File: src/rtl/mul_stream_ctrl.sv
// Valid/ready streaming wrapper around a fixed-latency, non-stalling 8x8 signed multiplier.
// Optional MUL_STREAM_STATS_EN adds saturating accept/stall counters.
module mul_stream_ctrl #(
    parameter int MUL_LATENCY = 7,
    parameter int FIFO_DEPTH  = 8,
    parameter int TAG_W       = 4
) (
    input  logic              clk_i,
    input  logic              rst_i,
    input  logic              in_valid_i,
    output logic              in_ready_o,
    input  logic [7:0]        in_md_i,
    input  logic [7:0]        in_mr_i,
    input  logic [TAG_W-1:0]  in_tag_i,
    output logic [7:0]        mul_md_o,
    output logic [7:0]        mul_mr_o,
    input  logic [15:0]       mul_result_i,
    output logic              out_valid_o,
    input  logic              out_ready_i,
    output logic [15:0]       out_result_o,
    output logic [TAG_W-1:0]  out_tag_o,
    output logic              busy_o
`ifdef MUL_STREAM_STATS_EN
    ,
    output logic [15:0]       stat_ops_o,
    output logic [15:0]       stat_stall_o
`endif
);
    localparam int AW = $clog2(FIFO_DEPTH);
    localparam int CW = AW + 1;
    localparam logic [CW:0] DEPTH_C = (CW+1)'(FIFO_DEPTH);

    logic                                  acc, push, pop, full;
    logic [MUL_LATENCY-1:0]                vld_sr;
    logic [MUL_LATENCY-1:0][TAG_W-1:0]     tag_sr;
    logic [CW-1:0]                         inflight_cnt, fifo_cnt;
    logic [AW-1:0]                         wr_ptr, rd_ptr;
    logic [FIFO_DEPTH-1:0][TAG_W+15:0]     mem;
    logic [CW:0]                           used;

    // Credits count every slot that is already promised: buffered or still inside the multiplier.
    assign used        = {1'b0, fifo_cnt} + {1'b0, inflight_cnt};
    assign in_ready_o  = !rst_i && (used != DEPTH_C);
    assign acc         = in_valid_i && in_ready_o;
    assign push        = vld_sr[MUL_LATENCY-1];
    assign out_valid_o = (fifo_cnt != '0);
    assign pop         = out_valid_o && out_ready_i;
    assign full        = (fifo_cnt == CW'(FIFO_DEPTH));
    assign busy_o      = (inflight_cnt != '0) || (fifo_cnt != '0);

    assign mul_md_o = acc ? in_md_i : 8'h00;
    assign mul_mr_o = acc ? in_mr_i : 8'h00;

    assign out_result_o = mem[rd_ptr][TAG_W+15:TAG_W];
    assign out_tag_o    = mem[rd_ptr][TAG_W-1:0];

    always_ff @(posedge clk_i) begin
        tag_sr[0] <= in_tag_i;
        for (int i = 1; i < MUL_LATENCY; i++) tag_sr[i] <= tag_sr[i-1];
        if (rst_i) begin
            vld_sr <= '0;
        end else begin
            vld_sr[0] <= acc;
            for (int i = 1; i < MUL_LATENCY; i++) vld_sr[i] <= vld_sr[i-1];
        end
    end

    always_ff @(posedge clk_i) begin
        if (rst_i) begin
            inflight_cnt <= '0;
            fifo_cnt     <= '0;
            wr_ptr       <= '0;
            rd_ptr       <= '0;
        end else begin
            if (acc && !push)      inflight_cnt <= inflight_cnt + 1'b1;
            else if (!acc && push) inflight_cnt <= inflight_cnt - 1'b1;
            if (push && !pop)      fifo_cnt <= fifo_cnt + 1'b1;
            else if (!push && pop) fifo_cnt <= fifo_cnt - 1'b1;
            if (push) wr_ptr <= wr_ptr + 1'b1;
            if (pop)  rd_ptr <= rd_ptr + 1'b1;
        end
    end

    // Storage is deliberately left unreset; only the pointers define validity.
    always_ff @(posedge clk_i) begin
        if (push) mem[wr_ptr] <= {mul_result_i, tag_sr[MUL_LATENCY-1]};
    end

`ifndef SYNTHESIS
    always_ff @(posedge clk_i) begin
        if (!rst_i) assert (!(push && full && !pop)) else $error("result FIFO overflow");
    end
`endif

`ifdef MUL_STREAM_STATS_EN
    always_ff @(posedge clk_i) begin
        if (rst_i) begin
            stat_ops_o   <= '0;
            stat_stall_o <= '0;
        end else begin
            if (acc && stat_ops_o != 16'hFFFF) stat_ops_o <= stat_ops_o + 1'b1;
            if (in_valid_i && !in_ready_o && stat_stall_o != 16'hFFFF)
                stat_stall_o <= stat_stall_o + 1'b1;
        end
    end
`endif

endmodule

File: config.mk
export PLATFORM = sky130hd
export DESIGN_NAME = mul_stream_ctrl
export DESIGN_NICKNAME = d
export VERILOG_FILES = /design/src/rtl/mul_stream_ctrl.sv
export SDC_FILE = /design/constraint.sdc
export NUM_CORES = 1
export LEC_CHECK = 0
export CAP_MARGIN = 20
export CORE_MARGIN = 1.5
export CORE_UTILIZATION = 25
export DETAILED_ROUTE_END_ITERATION = 8
export DONT_BUFFER_PORTS = 1
export GPL_TIMING_DRIVEN = 0
export PLACE_DENSITY = 0.48
export SETUP_SLACK_MARGIN = 0.02
export SYNTH_ARGS = -nofsm -noshare
export SYNTH_HDL_FRONTEND = slang
export SYNTH_SLANG_ARGS = --single-unit
File: constraint.sdc
create_clock -name clk_i -period 5.6 [get_ports clk_i]
set_clock_uncertainty 0.05 [all_clocks]
set_input_delay 0.84 -clock clk_i [delete_from_list [all_inputs] [get_ports clk_i]]
set_output_delay 0.84 -clock clk_i [all_outputs]
set_load 0.01 [all_outputs]
==> results.py <==
metrics = {
    "floorplanning": {
        "row_count": 65,
        "fp.dieW_um": 181,
        "io_pins": 79,
        "die_h_um": 181,
        "die_area_um2": 32900,
        "fp.coreArea_um2": 31400,
        "start_util_pct": 25.3,
    },
    "sta": {
        "fmax_mhz": 266,
        "worst_slack_ps": 1840,
        "hold_violations": 0,
        "report.final.slew_viol_count": 0,
        "setup_violations": 0,
        "max-slew-margin-rel_pct": 42.8,
        "fin_crit_ps": 3760,
        "tightest_slew_ps": 856,
        "setup-tns-final_ps": 0,
        "fin_crit_sh_pct": 67.2,
        "rsz0062_at_grt": "false",
    },
    "synth": {
        "ys_seq_elements": 209,
        "syn_area_um2": 7950,
        "synth_ff_type": "edfxtp_1",
        "synth_fp_nets": 455,
        "synth-seq-area-share_pct": 72.8,
        "yosys_warnings": 0,
        "synth_cell_types": 32,
        "synthCells": 400,
        "postSynth.asyncResetShare_pct": 0,
        "synth_edf_count": 160,
        "synth_area_per_cell_um2": 19.9,
    },
    "clocking": {
        "path_clk_slew_ps": 60,
        "post_cts_buffers": 0,
        "cts_hold_buf": 0,
        "clockBufferDepth": 3,
        "insertion_delay_ps": 510,
        "ctsResizeCount": 0,
        "clock-root-buffer": "clkbuf_16",
        "cts_tree": "done",
        "numCtsBuffers": 24,
        "h-tree-depth": 1,
        "clkSinkCount": 209,
    },
    "detailed_routing": {
        "wl_per_cell_um": 18.8,
        "routed_via_density": 4.30,
        "drt_iter0_markers": 176,
        "detail-route-antenna-nets": 0,
        "vias": 3662,
        "drt-pass1-iter-count": 4,
        "wl_mm": 16.0,
        "drc": 0,
    },
    "setup_path": {
        "crit_arrival_ps": 4110,
        "cp_max_fo": 10,
        "cp-start-kind": "flip-flop",
        "path_class": "flip-flop to flip-flop",
        "worstSetupEndpointType": "flip-flop",
        "crit_required_ps": 5940,
    },
    "pwr": {
        "p_leak_uw": 0.00310,
        "p_total_uw": 3710,
        "powerDensity_nw_per_um2": 399,
        "peakVddDrop_mv": 0.160,
    },
    "global_routing": {
        "grt_pass1_wl_mm": 23.8,
        "grt_use_total_pct": 9.72,
        "overflow": 0,
        "grt_max_degree": 21,
        "antenna_found_initial": 0,
        "grt_pass1_vias": 3903,
    },
    "placed_design": {
        "dpl.hpwl_mm": 9.54,
        "io_buffers": 0,
        "post-place-ws_ps": 1850,
        "globalplace.congestion": 0.661,
    },
    "finish": {
        "nNetsFinal": 487,
        "synthToLayoutAreaGrowth_pct": 17.0,
        "post-route-util_pct": 29.6,
        "antennaDiodeCount": 0,
        "drive_gt1_share_pct": 17.8,
    },
    "flow_run": {
        "max_cap_viol_count": 0,
    },
    "outcome": {
        "outcome": "finished, final reports clean",
    },
    "min_path": {
        "hp-class": "flip-flop to flip-flop",
    },
}
## cell families after synthesis
logic type,Yosys count,share of synthesized area (%)
adders and majority gates,15,2.64
buffers and inverters,22,1.59
DFF,209,72.8
and+or+nand+nor,68,4.37
muxes,65,16.7
AOI/OAI and AO/OA,13,1.09
xor gates and xnor gates,8,0.881
## final timing paths
kind              startpoint              end  slack (ps)  cells after the start
min               tag_sr[16]       tag_sr[20]         270                      0
min reg2reg       tag_sr[16]       tag_sr[20]         270                      0
max          inflight_cnt[0]  inflight_cnt[3]        1840                     13
max reg2reg  inflight_cnt[0]  inflight_cnt[3]        1840                     13
## final cells by class
class / instances / area (um2)
clock buffers: 37 / 679
clock inverters: 7 / 47.5
plain buffers: 19 / 115
well taps: 402 / 503
multi-input cells: 169 / 2090
flip-flops and latches: 209 / 5790
repair buffers: 6 / 67.6
fillers: 3059 / 22100
inverters: 3 / 11.3
## flip-flops by register name (all words and copies together), names as in the netlist
register,flops
tag_sr,28
inflight_cnt,4
wr_ptr,3
fifo_cnt,4
mem,160
vld_sr,7
rd_ptr,3
## per-stage QoR
step	hold WS, ps	cells	area [um2]
global route	262	852	9300
global placement	261	802	8450
finish	273	852	9300
detailed placement	262	808	8580
floorplan	260	400	7950
CTS	267	852	9300
## cells in the mapped netlist (3+ instances only)
cell	n	area, um2
mux2i_1	3	30.0
a21oi_1	5	25.0
clkbuf_1	8	30.0
edfxtp_1	160	4800
ha_1	12	150
nand2b_1	4	25.0
mux2_2	22	248
xnor2_1	3	26.3
dfxtp_1	49	981
nor2b_1	8	50.1
mux4_1	39	1020
and3_1	16	100
xor2_1	5	43.8
a211oi_1	3	22.5
nand3_1	4	20.0
nand2_1	5	18.8
buf_2	5	25.0
fa_1	3	60.1
inv_1	3	11.3
buf_6	5	56.3
nor2_1	24	90.1
## where the power goes
part	internal (uW)	leakage [uW]	switching (uW)	total, uW
registers	1710	0.00184	39.9	1750
clock network	836	0.000355	587	1420
logic	257	0.000898	287	544
## critical path, stage by stage, from the launching register on
cell	delay (ps)
dfxtp_1	460
ha_1	250
fa_1	440
a2111oi_0	430
a21oi_2	210
buf_2	230
and2_1	170
ha_1	190
inv_1	130
ha_1	290
a21oi_1	180
a211oi_1	90
a31oi_1	180
mux2_2	350
## routing by layer
metal | track usage, % | vias up | share of wire, %
li1 | - | 1682 | -
met1 | 12.1 | 1856 | 44
met2 | 16.2 | 100 | 48
met3 | 2.92 | 24 | 6.7
met4 | 2.97 | 0 | 1.9
met5 | 0 | - | 0
## layout by cell type, fill, tap and decap left out, drive strengths merged, types with 4 or more instances in the layout
cell      n
ha       12
dfxtp    49
edfxtp  160
and3     16
mux4     40
nand2     5
clkinv    6
xor2      5
nor2b     8
buf      17
mux2     22
inv       4
nand2b    4
nand3     4
nor2     24
clkbuf   45
a21oi     6
Power figures use the tool's default switching activity.
